File: src/rtl/hps_uio_master_if.sv
// hps_uio_master_if: request, write-data, read-data and UIO bus signals of the UIO initiator
//   master modport (initiator side):
//     in : req_valid, req_cmd[7:0], req_len[9:0], wr_data[15:0], wr_valid, io_dout[15:0]
//     out: req_ready, wr_ready, rd_data[15:0], rd_valid, done, err, uio_ena, io_strobe, io_din[15:0]
//   slave modport: the same signals seen from the client/responder side
interface hps_uio_master_if;
    logic        req_valid;
    logic        req_ready;
    logic [7:0]  req_cmd;
    logic [9:0]  req_len;
    logic [15:0] wr_data;
    logic        wr_valid;
    logic        wr_ready;
    logic [15:0] rd_data;
    logic        rd_valid;
    logic        done;
    logic        err;
    logic        uio_ena;
    logic        io_strobe;
    logic [15:0] io_din;
    logic [15:0] io_dout;
    modport master (
        input  req_valid, req_cmd, req_len, wr_data, wr_valid, io_dout,
        output req_ready, wr_ready, rd_data, rd_valid, done, err, uio_ena, io_strobe, io_din
    );
    modport slave (
        output req_valid, req_cmd, req_len, wr_data, wr_valid, io_dout,
        input  req_ready, wr_ready, rd_data, rd_valid, done, err, uio_ena, io_strobe, io_din
    );
endinterface

File: src/rtl/hps_uio_master.sv
// hps_uio_master: HPS user-IO bus initiator, sends a command word plus req_len data words per transaction
//   clk_sys  in  system clock, rising edge
//   reset    in  asynchronous active-high reset
//   u        hps_uio_master_if.master: request/write/read handshakes and uio_ena/io_strobe/io_din/io_dout
//   Optional feature macro HPS_UIO_TIMEOUT_EN: abort a transaction after TIMEOUT_CYC consecutive
//   write-data stall cycles, flagged by err together with done.
module hps_uio_master #(
    parameter int SETUP_CYC   = 2,
    parameter int GAP_CYC     = 1,
    parameter int IDLE_CYC    = 2,
    parameter int TIMEOUT_CYC = 256
) (
    input logic               clk_sys,
    input logic               reset,
    hps_uio_master_if.master  u
);
    localparam int CMAX = ((SETUP_CYC > GAP_CYC) ? SETUP_CYC : GAP_CYC) > IDLE_CYC ?
                          ((SETUP_CYC > GAP_CYC) ? SETUP_CYC : GAP_CYC) : IDLE_CYC;
    localparam int CW = $clog2(CMAX + 1);

    if (SETUP_CYC < 1 || GAP_CYC < 1 || IDLE_CYC < 1 || TIMEOUT_CYC < 1) begin : g_bad_param
        $error("hps_uio_master: cycle parameters must be >= 1");
    end

    typedef enum logic [2:0] {IDLE, SETUP, CMD, GAP, DATA, TAIL, RELEASE} state_t;

    state_t        state, state_n;
    logic [CW-1:0] cnt;
    logic [7:0]    cmd_q;
    logic [9:0]    rem;
    logic [15:0]   din_q;
    logic          data_fire, first_gap, timeout;

    assign data_fire   = state == DATA && u.wr_valid;
    assign first_gap   = state == GAP && cnt == '0;
    assign u.req_ready = state == IDLE;
    assign u.wr_ready  = state == DATA;
    assign u.io_strobe = state == CMD || data_fire;
    assign u.io_din    = state == CMD ? {8'h00, cmd_q} : data_fire ? u.wr_data : din_q;
    // uio_ena falls on the TAIL edge, so it is low from the first RELEASE cycle on
    assign u.uio_ena   = state inside {SETUP, CMD, GAP, DATA, TAIL};
    assign u.done      = state == RELEASE && cnt == '0;

    always_comb begin
        state_n = state;
        case (state)
            IDLE:    if (u.req_valid) state_n = SETUP;
            SETUP:   if (cnt == CW'(SETUP_CYC - 1)) state_n = CMD;
            CMD:     state_n = GAP;
            GAP:     if (cnt == CW'(GAP_CYC - 1)) state_n = (rem != '0) ? DATA : TAIL;
            DATA:    if (u.wr_valid) state_n = GAP; else if (timeout) state_n = TAIL;
            TAIL:    state_n = RELEASE;
            RELEASE: if (cnt == CW'(IDLE_CYC - 1)) state_n = IDLE;
            default: state_n = IDLE;
        endcase
    end

    // cnt measures time spent in the current state; it restarts on every state change
    always_ff @(posedge clk_sys or posedge reset) begin
        if (reset) begin
            state <= IDLE;
            cnt   <= '0;
        end else begin
            state <= state_n;
            cnt   <= (state_n != state) ? '0 : cnt + 1'b1;
        end
    end

    // responder registers io_dout on a strobe, so the first GAP cycle sees the reply
    always_ff @(posedge clk_sys or posedge reset) begin
        if (reset) begin
            cmd_q      <= '0;
            rem        <= '0;
            din_q      <= '0;
            u.rd_data  <= '0;
            u.rd_valid <= 1'b0;
        end else begin
            if (u.req_valid && u.req_ready) begin
                cmd_q <= u.req_cmd;
                rem   <= u.req_len;
            end else if (data_fire) begin
                rem <= rem - 10'(rem != '0);
            end
            if (u.io_strobe) din_q <= u.io_din;
            u.rd_valid <= first_gap;
            if (first_gap) u.rd_data <= u.io_dout;
        end
    end

`ifdef HPS_UIO_TIMEOUT_EN
    localparam int TW = $clog2(TIMEOUT_CYC + 1);
    logic [TW-1:0] to_cnt;
    logic          to_flag;
    assign timeout = state == DATA && !u.wr_valid && to_cnt == TW'(TIMEOUT_CYC - 1);
    assign u.err   = u.done && to_flag;
    always_ff @(posedge clk_sys or posedge reset) begin
        if (reset) begin
            to_cnt  <= '0;
            to_flag <= 1'b0;
        end else begin
            to_cnt <= (state == DATA && !u.wr_valid) ? to_cnt + 1'b1 : '0;
            if (u.req_valid && u.req_ready) to_flag <= 1'b0;
            else if (timeout) to_flag <= 1'b1;
        end
    end
`else
    assign timeout = 1'b0;
    assign u.err   = 1'b0;
`endif
endmodule
File: src/flat_wrapper.sv
// flat-port wrapper written by rule: the top's interface ports become plain ports
module hps_uio_master_flat 
#(
    parameter int SETUP_CYC   = 2,
    parameter int GAP_CYC     = 1,
    parameter int IDLE_CYC    = 2,
    parameter int TIMEOUT_CYC = 256
)
  (clk_sys, reset, u_req_valid, u_req_cmd, u_req_len, u_wr_data, u_wr_valid, u_io_dout, u_req_ready, u_wr_ready, u_rd_data, u_rd_valid, u_done, u_err, u_uio_ena, u_io_strobe, u_io_din);
  hps_uio_master_if u_i ();
  input logic clk_sys;
  input logic reset;
  input wire logic [$bits(u_i.req_valid)-1:0] u_req_valid;
  input wire logic [$bits(u_i.req_cmd)-1:0] u_req_cmd;
  input wire logic [$bits(u_i.req_len)-1:0] u_req_len;
  input wire logic [$bits(u_i.wr_data)-1:0] u_wr_data;
  input wire logic [$bits(u_i.wr_valid)-1:0] u_wr_valid;
  input wire logic [$bits(u_i.io_dout)-1:0] u_io_dout;
  output wire logic [$bits(u_i.req_ready)-1:0] u_req_ready;
  output wire logic [$bits(u_i.wr_ready)-1:0] u_wr_ready;
  output wire logic [$bits(u_i.rd_data)-1:0] u_rd_data;
  output wire logic [$bits(u_i.rd_valid)-1:0] u_rd_valid;
  output wire logic [$bits(u_i.done)-1:0] u_done;
  output wire logic [$bits(u_i.err)-1:0] u_err;
  output wire logic [$bits(u_i.uio_ena)-1:0] u_uio_ena;
  output wire logic [$bits(u_i.io_strobe)-1:0] u_io_strobe;
  output wire logic [$bits(u_i.io_din)-1:0] u_io_din;
  assign u_i.req_valid = u_req_valid;
  assign u_i.req_cmd = u_req_cmd;
  assign u_i.req_len = u_req_len;
  assign u_i.wr_data = u_wr_data;
  assign u_i.wr_valid = u_wr_valid;
  assign u_i.io_dout = u_io_dout;
  assign u_req_ready = u_i.req_ready;
  assign u_wr_ready = u_i.wr_ready;
  assign u_rd_data = u_i.rd_data;
  assign u_rd_valid = u_i.rd_valid;
  assign u_done = u_i.done;
  assign u_err = u_i.err;
  assign u_uio_ena = u_i.uio_ena;
  assign u_io_strobe = u_i.io_strobe;
  assign u_io_din = u_i.io_din;
  hps_uio_master #(.SETUP_CYC(SETUP_CYC), .GAP_CYC(GAP_CYC), .IDLE_CYC(IDLE_CYC), .TIMEOUT_CYC(TIMEOUT_CYC)) u_core (.clk_sys(clk_sys), .reset(reset), .u(u_i));
endmodule
File: config.mk
export PLATFORM = sky130hd
export DESIGN_NAME = hps_uio_master_flat
export DESIGN_NICKNAME = d
export VERILOG_FILES = /design/src/rtl/hps_uio_master_if.sv /design/src/rtl/hps_uio_master.sv /design/src/flat_wrapper.sv
export SDC_FILE = /design/constraint.sdc
export NUM_CORES = 1
export LEC_CHECK = 0
export CAP_MARGIN = 20
export CORE_ASPECT_RATIO = 0.8
export CORE_MARGIN = 2
export CORE_UTILIZATION = 23
export CTS_CLUSTER_DIAMETER = 40
export DETAILED_ROUTE_END_ITERATION = 16
export SETUP_SLACK_MARGIN = 0.3
export SYNTH_ARGS = -nofsm -noshare
export SYNTH_HDL_FRONTEND = slang
export SYNTH_SLANG_ARGS = --single-unit
File: constraint.sdc
create_clock -name clk_sys -period 2.9 [get_ports clk_sys]
set_input_delay 0.29 -clock clk_sys [delete_from_list [all_inputs] [get_ports clk_sys]]
set_output_delay 0.29 -clock clk_sys [all_outputs]
set_load 0.02 [all_outputs]
==> metrics list <==
- Mapped Area: 2680 sq um
- For this design, the sink count on the clock tree is 56.
* Clock latency on the worst-skew pair: 290 ps
- H-Tree Depth: 2
- Count of buffer and inverter cells on the critical path: 2
- Startpoint kind of the worst setup timing path: flop
- Slew at the pin closest to its max-slew limit: 630 ps
- Summed over all nets, wire length on met2 after detailed routing comes to 2930 um.
- # setup viols final: 0
- For this configuration, the core starts out at a cell density of 23.4%.
- The congestion estimate from routability-driven global placement came to 0.745.
- Synthesis produced a netlist with a net count of 330.
- Across every metal layer, demand over resource in global routing totals 10.6%.
* I/O pins: 93
- Die outline width: 125 um
- Number of global-route vias before repair: 2260
* Crit-path leading delay family: buffers and inverters
* Yosys synthesis warning count: 0
- DRC violation count after routing: 0
- Hold Buf Count CTS: 0
* Category of the worst setup path capture point: output port
- Final Util: 35.0%
- Entering global routing, the biggest net connects 30 pins.
- Required @ worst endpoint: 2610 ps
- Data arrives at the worst endpoint at 2220 ps.
* Final hold violations: 0
* Layout overhead on the synthesized area: 49.2%
- After the first detailed-routing iteration, the DRC count stood at 49.
- Antenna violations before repair: 0
* Crit path cell chain: and4bb_4 > buf_6 > nand2_1 > o21ai_0 > clkdlybuf4s50_1
- Post-CTS Setup Bufs: 0
* Setup crit start: u_core.state[0]
- Summed over all cells, the static leakage comes to 1.92 nW.
* Layout cells sized above 1: 11.4%
* Met1 layer wirelength in the final routing: 3080 um
- In the final routed layout, each cell accounts on average for 12.9 um.
- Across the run, the number of max-cap violations was 0.
- Post-route cell area: 4000 sq um
- Post-detailed-placement half-perimeter wirelength: 4820 um
- Root buffer selected by CTS: sky130_fd_sc_hd__clkbuf_16
* Mean Syn Cell Area: 9.85 sq um
* Sequential-to-total area share from yosys stat: 52.3%
* Achievable clock frequency: 399 MHz
- The number of pins exceeding their max-slew limit in the final report is 0.
* Count of antenna diodes in the layout: 0
- Port Buf Inserts: 91
* Fin crit share: 86.5%
- Die span in y: 101 um
- The worst register-to-register path begins at u_core.rem[3].
- The critical path crosses 5 cells after its start point.
- For the final routed database, the setup TNS stands at 0 ps.
* Run status: finished, final reports clean
* Worst Setup EP: u_io_din[13]
- Path depth of the worst reg2reg path: 6
- The first global-routing pass estimated 10800 um of wire.
- Full die area: 12500 sq um
* Headroom to the max-slew limit: 58.0%
- Wire length on met3: 511 um
- Worst hold path class: primary input to asynchronous set/reset pin
- Unrepaired setup endpoints after global routing: true
- Bufs on Longest Clock Path: 2
* GRT overflow: 0
- Synthesized netlist cell count: 272
- Number of unique standard cell types used by synthesis: 37
- The detail route stage leaves a number of antenna-violating nets equal to 0.
* Total Routed Length: 6570 um
- The worst register-to-register path has a setup slack of 720 ps.
* Number of buffers created by CTS: 5
- Dividing total power by cell area gives a power density of 1030 nW/um^2.
- Worst path max stage delay: 640 ps
- Across the routed clock network, the largest skew measured is 5.32 ps.
- IR analysis of the VDD net gives a maximum drop of 0.000474 V.
- Final Net Count: 418
* Master of the slowest instance on the critical path: sky130_fd_sc_hd__clkdlybuf4s50_1
- Reg-to-reg endpoint: u_core.rem[1]
- Of all nets on the critical path, the largest fanout is 29.
- Post-Place Cell Area: 3760 sq um
- The first TritonRoute pass finished after 4 iterations.
- Total number of vias: 2217
- After clock tree synthesis, the clock-pin slew on the worst setup and hold paths is 70 ps.
- After detailed routing, the number of vias per cell comes to 4.36.
- Yosys reg bits: 56
* Placeable core region: 11400 sq um
- The critical path is of the flop to output port type.
* Count of filler cells inserted in the layout: 1169
- The clock period could shrink to 2510 ps.
- TritonCTS built the clock tree.
- Number of placement rows: 35
* Top sig layer: met4
==> sequential cells by signal (all words and copies together) (netlist names) <==
name and cells:
u_core.u.rd_valid 1, u_core.cnt 2, u_core.din_q 16, u_core.rem 10
u_core.state 3, u_core.u.rd_data 16, u_core.cmd_q 8
==> metal layers <==
layer | global-route usage, % | vias to the layer above
met5 | 0 | -
met4 | 2.51 | 0
met3 | 4.14 | 4
met2 | 16.4 | 61
met1 | 14.2 | 1052
li1 | - | 1100
==> cell usage after synthesis (all sizes together) <==
cell / n / area (sq um)
nand2: 58 / 220
dfrtp: 56 / 1400
o21ai: 28 / 140
a21o: 17 / 128
mux2: 17 / 191
inv: 12 / 45.0
nor2: 12 / 50.1
a22o: 9 / 78.8
buf: 9 / 47.6
clkbuf: 8 / 30.0
nand3: 6 / 35.0
nand4: 5 / 31.3
ha: 4 / 50.1
xor2: 4 / 35.0
a21oi: 3 / 15.0
nor3: 3 / 15.0
nand2b: 2 / 12.5
nor2b: 2 / 12.5
nor4: 2 / 27.5
o22ai: 2 / 12.5
o31ai: 2 / 15.0
a311oi: 1 / 8.76
a31oi: 1 / 6.26
and2: 1 / 6.26
and4bb: 1 / 12.5
conb: 1 / 3.75
o211ai: 1 / 7.51
o221ai: 1 / 8.76
o311ai: 1 / 8.76
or3: 1 / 6.26
or4: 1 / 7.51
xnor2: 1 / 8.76
==> cell usage in the layout, fill, tap and decap left out, types with 2 or more instances in the layout <==
master | netlist | final
sky130_fd_sc_hd__clkdlybuf4s50_1 | 0 | 79
sky130_fd_sc_hd__nand2_1 | 57 | 57
sky130_fd_sc_hd__dfrtp_1 | 56 | 55
sky130_fd_sc_hd__o21ai_0 | 28 | 28
sky130_fd_sc_hd__mux2_2 | 17 | 17
sky130_fd_sc_hd__a21o_1 | 17 | 17
sky130_fd_sc_hd__inv_1 | 12 | 11
sky130_fd_sc_hd__dlymetal6s2s_1 | 0 | 11
sky130_fd_sc_hd__nor2_1 | 10 | 10
sky130_fd_sc_hd__a22o_1 | 9 | 9
sky130_fd_sc_hd__nand3_1 | 5 | 5
sky130_fd_sc_hd__nand4_1 | 5 | 5
sky130_fd_sc_hd__clkbuf_16 | 0 | 5
sky130_fd_sc_hd__buf_4 | 1 | 5
sky130_fd_sc_hd__xor2_1 | 4 | 4
sky130_fd_sc_hd__ha_1 | 4 | 4
sky130_fd_sc_hd__nor3_1 | 3 | 3
sky130_fd_sc_hd__a21oi_1 | 3 | 3
sky130_fd_sc_hd__nor2b_1 | 2 | 2
sky130_fd_sc_hd__o31ai_1 | 2 | 2
sky130_fd_sc_hd__nand2b_2 | 0 | 2
sky130_fd_sc_hd__nor2_4 | 0 | 2
sky130_fd_sc_hd__o22ai_1 | 2 | 2
sky130_fd_sc_hd__bufinv_16 | 0 | 2
==> worst min-delay path by stage <==
stage | endpoint | slack [ps] | cells after the start
detailed placement | u_core.cnt[0] | 450 | 1
floorplan | u_core.cmd_q[0] | 400 | 2
finish | u_core.u.rd_data[14] | 400 | 2
global placement | u_core.cnt[0] | 440 | 1
global route | u_core.u.rd_data[14] | 450 | 2
CTS | u_core.u.rd_data[14] | 420 | 2
==> kinds of logic (layout without fill, tap and decap cells) <==
group / Yosys count / after routing / share of synthesized area [%]
simple gates: 94 / 94 / 16.3
compound gates: 66 / 66 / 16.0
flops: 56 / 56 / 52.3
buf+inv: 29 / 117 / 4.58
mux: 17 / 17 / 7.15
xor+xnor: 5 / 5 / 1.63
fa+ha+maj: 4 / 4 / 1.87
other cells: 1 / 1 / 0.140
==> report_power, final <==
group	total, mW	internal (mW)	switching (mW)	leakage [nW]
logic	2.01	0.973	1.04	1.13
registers	1.36	1.13	0.225	0.694
clock network	0.764	0.490	0.273	0.0899
==> layout make-up <==
| class | count | area, sq um | area share [%] |
|---|---|---|---|
| Tap cell | 148 | 185 | 4.63 |
| Timing Repair Buffer | 98 | 1010 | 25.2 |
| Multi-Input combinational cell | 187 | 1170 | 29.4 |
| Inverter | 12 | 45.0 | 1.13 |
| Clock buffer | 5 | 125 | 3.13 |
| Sequential cell | 56 | 1400 | 35.1 |
| Clock inverter | 2 | 60.1 | 1.50 |
==> through the flow <==
stage          setup WS, ps  hold WS, ps  total power [mW]  instances
3_5_place_dp            170          453              3.40        501
6_report                393          399              4.13        508
5_1_grt                 248          451              4.45        508
3_3_place_gp            192          443              3.37        501
2_1_floorplan           999          395              2.58        272
4_1_cts                 282          421              4.20        508
==> what timing repair did <==
item,4_1_cts,5_1_grt
setup endpoints to repair,17,15
resized for setup,6,14
gates cloned,0,0
(Power assumes the default switching activity.)
